$ cat src/rtl/pdata_ctrl.sv
// Host-side sequencer for one serial multiply-accumulate element: streams operands in,
// issues execute, and gathers the serial accumulator readout into a parallel result.
module pdata_ctrl #(
    parameter int unsigned SIZE  = 32,
    localparam int unsigned CNT_W = $clog2(4 * SIZE) + 1
) (
    input  logic                clk,
    input  logic                nRst,
    input  logic                start,
    input  logic [1:0]          cmd,
    input  logic                read_after,
    input  logic [SIZE-1:0]     a_in,
    input  logic [SIZE-1:0]     b_in,
    input  logic [4*SIZE-1:0]   acc_in,
    output logic                busy,
    output logic                done,
    output logic [4*SIZE-1:0]   result,
    output logic [2:0]          pe_opcode,
    output logic                pe_rx,
    input  logic                pe_tx
);

    localparam int unsigned W = 4 * SIZE;

    localparam logic [1:0] CmdMul     = 2'd0;
    localparam logic [1:0] CmdMac     = 2'd1;
    localparam logic [1:0] CmdRead    = 2'd2;
    localparam logic [1:0] CmdLoadAcc = 2'd3;

    localparam logic [2:0] OpShiftD1  = 3'd0;
    localparam logic [2:0] OpShiftD2  = 3'd1;
    localparam logic [2:0] OpShiftRes = 3'd2;
    localparam logic [2:0] OpLoadRes  = 3'd4;
    localparam logic [2:0] OpMul      = 3'd5;
    localparam logic [2:0] OpMulAdd   = 3'd6;
    localparam logic [2:0] OpNoOp     = 3'd7;

    localparam logic [CNT_W-1:0] LastOperandBit = CNT_W'(SIZE - 1);
    localparam logic [CNT_W-1:0] LastWordBit    = CNT_W'(W - 1);

    typedef enum logic [2:0] {
        StIdle,
        StLoadA,
        StLoadB,
        StExec,
        StRead,
        StLoadAcc,
        StDone
    } state_t;

    state_t           state_q;
    logic [CNT_W-1:0] cnt_q;
    logic [1:0]       cmd_q;
    logic             read_after_q;
    logic [SIZE-1:0]  a_q;
    logic [SIZE-1:0]  b_q;
    logic [W-1:0]     acc_q;
    logic [W-1:0]     shreg_q;

    // Shadow operands are shifted in place so the next serial bit is always at a fixed index.
    always_ff @(posedge clk or negedge nRst) begin
        if (!nRst) begin
            state_q      <= StIdle;
            cnt_q        <= '0;
            cmd_q        <= CmdMul;
            read_after_q <= 1'b0;
            a_q          <= '0;
            b_q          <= '0;
            acc_q        <= '0;
            shreg_q      <= '0;
            result       <= '0;
            busy         <= 1'b0;
            done         <= 1'b0;
            pe_opcode    <= OpNoOp;
            pe_rx        <= 1'b0;
        end else begin
            unique case (state_q)
                StIdle: begin
                    pe_opcode <= OpNoOp;
                    pe_rx     <= 1'b0;
                    busy      <= 1'b0;
                    done      <= 1'b0;
                    if (start) begin
                        cmd_q        <= cmd;
                        read_after_q <= read_after;
                        a_q          <= a_in;
                        b_q          <= b_in;
                        acc_q        <= acc_in;
                        cnt_q        <= '0;
                        busy         <= 1'b1;
                        unique case (cmd)
                            CmdMul, CmdMac: begin
                                state_q   <= StLoadA;
                                pe_opcode <= OpShiftD1;
                                pe_rx     <= a_in[0];
                            end
                            CmdRead: begin
                                state_q   <= StRead;
                                pe_opcode <= OpShiftRes;
                                pe_rx     <= 1'b0;
                            end
                            default: begin
                                state_q   <= StLoadAcc;
                                pe_opcode <= OpLoadRes;
                                pe_rx     <= acc_in[W-1];
                            end
                        endcase
                    end
                end

                StLoadA: begin
                    if (cnt_q == LastOperandBit) begin
                        state_q   <= StLoadB;
                        cnt_q     <= '0;
                        pe_opcode <= OpShiftD2;
                        pe_rx     <= b_q[0];
                    end else begin
                        cnt_q <= cnt_q + CNT_W'(1);
                        a_q   <= a_q >> 1;
                        pe_rx <= a_q[1];
                    end
                end

                StLoadB: begin
                    if (cnt_q == LastOperandBit) begin
                        state_q   <= StExec;
                        cnt_q     <= '0;
                        pe_opcode <= (cmd_q == CmdMac) ? OpMulAdd : OpMul;
                        pe_rx     <= 1'b0;
                    end else begin
                        cnt_q <= cnt_q + CNT_W'(1);
                        b_q   <= b_q >> 1;
                        pe_rx <= b_q[1];
                    end
                end

                StExec: begin
                    cnt_q <= '0;
                    pe_rx <= 1'b0;
                    if (read_after_q) begin
                        state_q   <= StRead;
                        pe_opcode <= OpShiftRes;
                    end else begin
                        state_q   <= StDone;
                        pe_opcode <= OpNoOp;
                        busy      <= 1'b0;
                        done      <= 1'b1;
                    end
                end

                StRead: begin
                    // The element presents its accumulator LSB first.
                    shreg_q <= {pe_tx, shreg_q[W-1:1]};
                    pe_rx   <= 1'b0;
                    if (cnt_q == LastWordBit) begin
                        result    <= {pe_tx, shreg_q[W-1:1]};
                        state_q   <= StDone;
                        cnt_q     <= '0;
                        pe_opcode <= OpNoOp;
                        busy      <= 1'b0;
                        done      <= 1'b1;
                    end else begin
                        cnt_q <= cnt_q + CNT_W'(1);
                    end
                end

                StLoadAcc: begin
                    if (cnt_q == LastWordBit) begin
                        state_q   <= StDone;
                        cnt_q     <= '0;
                        pe_opcode <= OpNoOp;
                        pe_rx     <= 1'b0;
                        busy      <= 1'b0;
                        done      <= 1'b1;
                    end else begin
                        cnt_q <= cnt_q + CNT_W'(1);
                        acc_q <= acc_q << 1;
                        pe_rx <= acc_q[W-2];
                    end
                end

                StDone: begin
                    state_q   <= StIdle;
                    pe_opcode <= OpNoOp;
                    pe_rx     <= 1'b0;
                    busy      <= 1'b0;
                    done      <= 1'b0;
                end

                default: begin
                    state_q   <= StIdle;
                    pe_opcode <= OpNoOp;
                    pe_rx     <= 1'b0;
                    busy      <= 1'b0;
                    done      <= 1'b0;
                end
            endcase
        end
    end

endmodule
$ cat config.mk
export PLATFORM = sky130hd
export DESIGN_NAME = pdata_ctrl
export DESIGN_NICKNAME = d
export VERILOG_FILES = /design/src/rtl/pdata_ctrl.sv
export SDC_FILE = /design/constraint.sdc
export NUM_CORES = 1
export LEC_CHECK = 0
export CORE_MARGIN = 4
export CORE_UTILIZATION = 53
export DETAILED_ROUTE_END_ITERATION = 7
export GPL_ROUTABILITY_DRIVEN = 0
export GPL_TIMING_DRIVEN = 0
export HOLD_SLACK_MARGIN = 0.12
export PLACE_DENSITY = 0.84
export SLEW_MARGIN = 20
export SYNTH_ARGS = -nofsm -noshare
export SYNTH_HDL_FRONTEND = slang
export SYNTH_SLANG_ARGS = --single-unit
$ cat constraint.sdc
create_clock -name clk -period 3 [get_ports clk]
set_clock_uncertainty 0.15 [all_clocks]
set_input_delay 0.75 -clock clk [delete_from_list [all_inputs] [get_ports clk]]
set_output_delay 0.75 -clock clk [all_outputs]
set_load 0.01 [all_outputs]
# == Yosys cells after proc, flatten, opt, wreduce, memory -nomap -nowiden ==
# Cells that the tools add are included.
# totals
regBits,467
output_inout_bits,134
wordCells,92
# classes
n_addsub,1
n_eq_ne,18
mux,41
n_bitwise,1
n_reduce_logical,18
# op_table
cell,count
$mux 127,2
$pmux 127 s2,1
$mux 32,4
$pmux 32 s2,2
$pmux 8 s4,1
$pmux 3 s5,2
$mux 3,9
$mux 8,3
$reduce_and 3->1,5
$ne 2x2->1 const B,7
$pmux 3 s2,2
$mux 1,9
$add 8x1->8 const B,1
$eq 8x5->1 const B,1
$eq 8x7->1 const B,1
$pmux 1 s4,2
$eq 3x2->1 const B,2
$eq 3x3->1 const B,2
$reduce_and 2->1,3
$reduce_bool 2->1,3
$reduce_or 2->1,3
$eq 2x1->1 const B,2
$mux 2,2
$reduce_and 4->1,1
other kinds (9),9

# == Logic depth before layout (Yosys ltp) ==
# Gate-level depths: netlist (run 1).
# logic_depth
ltp_word,5
mapped_depth,9
mapped_depth_nobuf,5

# == Worst setup path after synthesis (run 1) ==
# No wires, ideal clock.
# synth_path
kind,reg2reg
from,register cnt_q[0]
to,register acc_q[100]
arrival_ns,1.905
required_time_ns,2.725
slack_ns,0.820
stages_incl_launch_ff,10
path_buffers,4
path_cell_list,dfrtp_1 ha_1 and3_1 buf_4 nand3_2 a31o_1 buf_4 buf_6 buf_6 mux2_4
# synth_via
elab_chain_cells,3
# synth_rtl
item,line_no,source
start: declaration,52,logic [CNT_W-1:0] cnt_q;
start signal: assignment,118,cnt_q <= cnt_q + CNT_W'(1);
start signal: assignment,131,cnt_q <= cnt_q + CNT_W'(1);
start signal: assignment,163,cnt_q <= cnt_q + CNT_W'(1);
$eq 8x7->1,168,if (cnt_q == LastWordBit) begin
$ne 2x2->1 (no line),n/a,
$reduce_and 3->1 (no line),n/a,
end signal: assignment,88,acc_q <= acc_in;
end signal: assignment,177,acc_q <= acc_q << 1;
end: declaration,57,logic [W-1:0] acc_q;
# Every way passes these cells.
# A chain may end at the register's enable or synchronous reset.

# == Final worst setup path (run 1) ==
# layout_path
from,register state_q[1]
to,register shreg_q[104]
# layout_via
elab_chain_cells,1
# layout_rtl
item,line_no,source
start: declaration,51,state_t state_q;
start signal: assignment,63,state_q <= StIdle;
start signal: assignment,93,state_q <= StLoadA;
start signal: assignment,98,state_q <= StRead;
$eq 3x3->1,77,unique case (state_q)
end signal: assignment,153,"shreg_q <= {pe_tx, shreg_q[W-1:1]};"
end: declaration,58,logic [W-1:0] shreg_q;
# Every way passes these cells.

==> reports/results.txt, run 1 <==
Outcome: completed
Buffer levels on the longest clock path: 3
Count of yosys warnings during synthesis: 0
GR met3 Demand/Resource: 8.03%
HP Class: flop to flop
Max-cap violations: 0
Sink count of the clock tree: 465
Number of enable flip-flop cells after synthesis: 0
Final clock period utilization by the worst path: 91.0%
Drt drc: 0
Post-synthesis net count: 1520
Post-placement setup slack: -0.122 ns
Floorplan row count: 70
Routed vias/inst: 5.40
Commonest cells in the netlist: mux2_2, dfrtp_1, buf_2
Worst Hold Slack: 0.341 ns
Sort of element at the end of the critical path: flop
Clock transition time at the flip-flop clock pins of the worst setup and hold paths: 0.06 ns
Type of origin of the critical path: flop
Routing layer with the top usage in global route: met2
Average wire length per cell after detail routing: 19.9 microns
Final critical path time including I/O delays and setup: 2.73 ns
Launch instance of the worst register-to-register path: state_q[1]$_DFFE_PN0P_
Hold Crit Start: b_q[30]$_DFFE_PN0P_
Most numerous cell in the Yosys netlist: mux2_2
Worst Hold Endpoint: b_q[30]$_DFFE_PN0P_
Crit path max-delay cell type: clkbuf_1
Final routed wirelength across all metal layers: 44.2 mm
ANT nets after route: 0
FMAX: 366 MHz
Worst rel slew slack: 47.0%
Clock latency at the later pin of the worst-skew pair: 0.58 ns
GR Layer Usage met1: 27.9%
Max Slew Vio Count: 0
Via total after detailed routing: 11977
Number of endpoints failing setup at the final stage: 0
Final hold viol count: 0
Setup repair after global routing missed its margin: false
Series of cell instances along the critical path: buf_2 > nor3b_1 > clkbuf_1 > buf_2 > buf_2 > mux2_2
Detailed placement HPWL: 30.7 mm
Worst reg2reg path depth: 6
Area Growth Syn to Fin: 28.8%
Maximum vdd ir drop: 0.499 mV
Avg Cell Area, Syn: 15.1 sq um
Classification of the worst setup path: flop to flop
Die width: 202 microns
Part of the Yosys area used for sequential elements: 58.6%
Synth top area cells: dfrtp_1, mux2_2, mux2_4
Maximum level of the CTS H-tree: 2
Data required, critical path: 3.31 ns
Cell area after synthesis: 19900 sq um
Crit path max fanout: 10
Share of final-layout standard cells stronger than drive strength 1: 41.5%
Number of search-and-repair iterations in the first detailed-routing pass: 6
Count of boundary I/O pins: 333
Buffers on Ports: 332
Arrival time at the worst endpoint: 3.04 ns
Maximum number of pins on one net before global-route repair: 101
Count of cells along the worst hold path: 1
Number of antenna violations at the first check in global routing: 12
Synth Flop Type: dfrtp_1
Proportion of register bits with asynchronous set or reset after synthesis: 100%
TritonCTS clock tree: built
Routing usage on met2: 35.3%
Largest stage delay on the critical path: 0.59 ns
GRT Overall Usage: 21.8%
Cell mode on critical path: buf_2
Least-Margin Pin Slew: 0.794 ns
Number of setup buffers added after CTS: 0
Synthesized instance count: 1320
Endpoint of the worst register-to-register path: shreg_q[104]$_DFFE_PN0N_
First-pass GRT wire length: 72.1 mm
Leakage power figure: 0.0120 uW
Area fraction of the dominant cell type after synthesis: 58.2%
Grt ovf: 0
Number of nets in the layout: 1908
Vias in the first global route: 13122
Dpl cell area: 23900 sq um
Die H: 202 microns
Largest area contributor in the synthesized netlist: dfrtp_1
Flops & latches, synth: 465
Final worst setup slack: 0.271 ns
Placeable core region: 36800 sq um
Iteration-0 DRC count of the detailed router: 411
Total clock buffers created by CTS: 48
Final Cell Area: 25600 sq um
Initial standard-cell utilization of the core: 54.0%
Count of distinct cell types in the synthesized netlist: 53
Flop-to-flop setup slack: 0.27 ns
Pwr dens: 514 nW/um^2
Root Buffer: clkbuf_16
Die ar.: 40700 sq um
## worst max-delay path by stage
stage	slack (ns)	from	cells after the start	end
finish	0.27	state_q[1]$_DFFE_PN0P_	6	shreg_q[104]$_DFFE_PN0N_
global route	0.07	state_q[1]$_DFFE_PN0P_	5	b_q[30]$_DFFE_PN0P_
CTS	0.21	state_q[1]$_DFFE_PN0P_	5	b_q[22]$_DFFE_PN0P_
detailed placement	-0.12	start	6	b_q[24]$_DFFE_PN0P_
global placement	-19.00	nRst	1	result[72]$_DFFE_PN0P_
floorplan	0.82	start	7	acc_q[100]$_DFFE_PN0P_
## layout by cell type (no fill, tap or decap), drive strengths merged, types with 5 or more instances in the layout
master and count:
bufinv 6, clkinv 9, clkdlybuf4s50 331, a21oi 37, nand3 6, mux2 573, o21ai 6, nor2 34
dfrtp 462, buf 77, inv 7, mux2i 32, nor2b 5, clkbuf 79, nand2 23
## power by group
group | internal [uW] | switching, uW | total (uW)
sequential | 6330 | 39.5 | 6370
clock | 3730 | 2470 | 6190
combinational | 367 | 221 | 588
## area by class of cell
cell class	count	area (sq um)
flip-flops and latches	465	11600
fillers	2493	11200
multi-input cells	768	7790
repair buffers	338	3480
clock buffers	70	1380
well taps	468	586
plain buffers	80	418
clock inverters	17	274
inverters	7	26.3
diodes	3	7.51
## flip-flops by register name (all words and copies together) (netlist names)
| register | count |
|---|---|
| result | 128 |
| acc_q | 127 |
| shreg_q | 127 |
| b_q | 32 |
| a_q | 31 |
| cnt_q | 8 |
| pe_opcode | 3 |
| state_q | 3 |
| cmd_q | 2 |
| busy | 1 |
| done | 1 |
| pe_rx | 1 |
| read_after_q | 1 |
## critical path, delay by kind of cell (launching register included)
family	cells	cell delay, ns
buffers and inverters	4	1.45
DFF	1	0.36
and+or+nand+nor	1	0.28
muxes	1	0.37
## routing by layer
layer	part of all wire, %	wire, microns	vias up
li1	-	-	5527
met1	42	18300	6040
met2	48	21000	293
met3	8.0	3540	97
met4	2.5	1110	20
met5	0.32	140	-
## per-stage QoR
stage,total power [uW],std cells,util [%],setup TNS [ns]
after global routing,13600,2215,69.6,0
after global placement,7050,2120,64.7,-8792.23
final,13200,2216,69.6,0
after CTS,13300,2213,69.6,0
after floorplan,6640,1320,-,0
after detailed placement,7080,2125,65.0,-2.88
## repair_timing
action	4_1_cts	5_1_grt
hold endpoints to repair	34	0
gates resized for setup	0	0
hold buffers	1	0
## logic make-up (layout without fill, tap and decap cells)
logic type | count (synthesis) | count (layout) | synth area share (%)
compound gates | 64 | 64 | 1.97
xor+xnor | 1 | 1 | 0.0441
fa+ha+maj | 1 | 1 | 0.0629
buf+inv | 87 | 512 | 2.23
flops | 465 | 465 | 58.6
mux | 605 | 605 | 34.6
other cells | 0 | 3 | 0
simple gates | 97 | 97 | 2.51
Power figures use the tool's default switching activity.
==> run 2: changes to the inputs <==
Settings changed: CORE_ASPECT_RATIO from default to 0.75.
==> run 2 against run 1 <==
- hold slack lost 0.0039 ns
- highest routed layer unchanged
- clock power down 8.6%
- non-clock buffer count did not move
- register-to-register slack barely moved
- cell count increased by 1.2%
- largest cell class unchanged
- final area down 0.51%
- worst setup slack got worse by 0.0057 ns
- die area is essentially flat
- global-route usage shrank 0.081 points
- sequential power is essentially flat
==> reports/results.txt, run 2 (synthesized netlist as in run 1, its figures left out) <==
Outcome: completed
Highest-count cells in the layout ignoring fill and taps: mux2_2, dfrtp_1, clkdlybuf4s50_1, buf_2, clkbuf_16
Vias in the first global route: 12796
Buffers on Ports: 332
Sort of element at the end of the critical path: flop
Clock latency at the later pin of the worst-skew pair: 0.55 ns
Setup Total Neg Slack: 0 ns
HP Class: flop to flop
Initial standard-cell utilization of the core: 53.7%
Die width: 232 microns
Number of search-and-repair iterations in the first detailed-routing pass: 5
Data required, critical path: 3.28 ns
Iteration-0 DRC count of the detailed router: 534
Drt drc: 0
Count of boundary I/O pins: 333
Routed vias/inst: 5.32
Flip-flop count of the largest register, all copies and words added: 128
FMAX: 366 MHz
Commonest non-fill, non-tap cell in the layout: mux2_2
TritonCTS clock tree: built
Final worst setup slack: 0.265 ns
Classification of the worst setup path: flop to flop
Number of antenna violations at the first check in global routing: 5
Die H: 176 microns
Max-cap violations: 0
Clock transition time at the flip-flop clock pins of the worst setup and hold paths: 0.06 ns
Dpl cell area: 24000 sq um
First-pass GRT wire length: 71.0 mm
Sink count of the clock tree: 465
Final routed wirelength across all metal layers: 44.3 mm
Cell mode on critical path: buf_2
Via total after detailed routing: 11925
Series of cell instances along the critical path: ha_1 > and3_1 > buf_4 > nand3_2 > nor2b_1 > buf_2 > buf_2 > mux2_2
Placeable core region: 37000 sq um
Ant diodes: 0
Final Cell Area: 25500 sq um
Top flop regs: result x128, acc_q x127, shreg_q x127
GR met3 Demand/Resource: 5.66%
Crit path max-delay cell type: dfrtp_1
Leakage power figure: 0.0119 uW
Average wire length per cell after detail routing: 19.8 microns
Max Slew Vio Count: 0
Setup repair after global routing missed its margin: false
Grt ovf: 0
Pwr dens: 496 nW/um^2
Routing usage on met2: 35.6%
Maximum level of the CTS H-tree: 2
Buffer levels on the longest clock path: 3
Type of origin of the critical path: flop
Util after Layout: 68.8%
Number of endpoints failing setup at the final stage: 0
Share of final-layout standard cells stronger than drive strength 1: 41.5%
Cell family with most CP delay: buffers and inverters
Arrival time at the worst endpoint: 3.01 ns
Filler cells: 2529
Die ar.: 40700 sq um
Number of nets in the layout: 1906
Maximum number of pins on one net before global-route repair: 102
Total clock buffers created by CTS: 46
Final hold viol count: 0
ANT nets after route: 0
GRT Overall Usage: 21.7%
Final clock period utilization by the worst path: 91.2%
Most flops, register: result
Detailed placement HPWL: 31.8 mm
Routing layer with the top usage in global route: met2
Floorplan row count: 61
Final critical path time including I/O delays and setup: 2.74 ns
Post-placement setup slack: -0.0834 ns
Crit path max fanout: 10
Largest stage delay on the critical path: 0.41 ns
Critical path buffer and inverter count: 3
Maximum vdd ir drop: 0.352 mV
Root Buffer: clkbuf_16
Worst rel slew slack: 51.6%
Least-Margin Pin Slew: 0.725 ns
Area Growth Syn to Fin: 28.2%
GR Layer Usage met1: 30.0%
run 2: worst min-delay path: stages (launching register included):
cell	delay (ns)
dfrtp_1	0.35
nand2_1	0.05
nand2_1	0.05
run 2: routing by layer:
layer	vias up	routed length (microns)
met3	73	2640
met2	241	21400
met1	6097	19500
met5	-	51
li1	5506	-
met4	8	732
run 2: layout make-up:
type                    instances  area [sq um]  share of cell area [%]
plain buffers                  80           418                    1.64
clock buffers                  68          1380                    5.40
clock inverters                12           115                   0.452
inverters                       7          26.3                   0.103
multi-input cells             768          7790                    30.6
flip-flops and latches        465         11600                    45.7
well taps                     504           631                    2.48
repair buffers                338          3480                    13.6
run 2: timing repair:
action / 4_1_cts / 5_1_grt
setup endpoints to repair: 0 / 0
hold endpoints to repair: 58 / 0
gates resized for setup: 0 / 0
hold buffers: 1 / 0
setup buffers: 0 / 0
run 2: metrics by stage:
step	hold slack [ns]	instances	total power, uW
5_1_grt	0.363	2242	13100
2_1_floorplan	0.288	1320	6640
6_report	0.337	2242	12600
4_1_cts	0.338	2242	12800
3_3_place_gp	0.305	2156	7060
3_5_place_dp	0.323	2161	7090
run 2: worst paths after layout:
check | start | endpoint | slack [ns] | cells after the start
min in group asynchronous | nRst | acc_q[20]$_DFFE_PN0P_ | 0.60 | 2
max in group asynchronous | nRst | shreg_q[60]$_DFFE_PN0N_ | 0.52 | 5
setup reg to reg | cnt_q[0]$_DFFE_PN0P_ | result[3]$_DFFE_PN0P_ | 0.26 | 8
setup / recovery | cnt_q[0]$_DFFE_PN0P_ | result[3]$_DFFE_PN0P_ | 0.26 | 8
hold / removal | cmd_q[1]$_DFFE_PN0P_ | cmd_q[1]$_DFFE_PN0P_ | 0.34 | 2
hold reg to reg | cmd_q[1]$_DFFE_PN0P_ | cmd_q[1]$_DFFE_PN0P_ | 0.34 | 2
run 2: report_power, final:
group / internal [uW] / switching (uW)
clock: 3260 / 2400
combinational: 368 / 227
sequential: 6330 / 38.6
total: 9960 / 2660
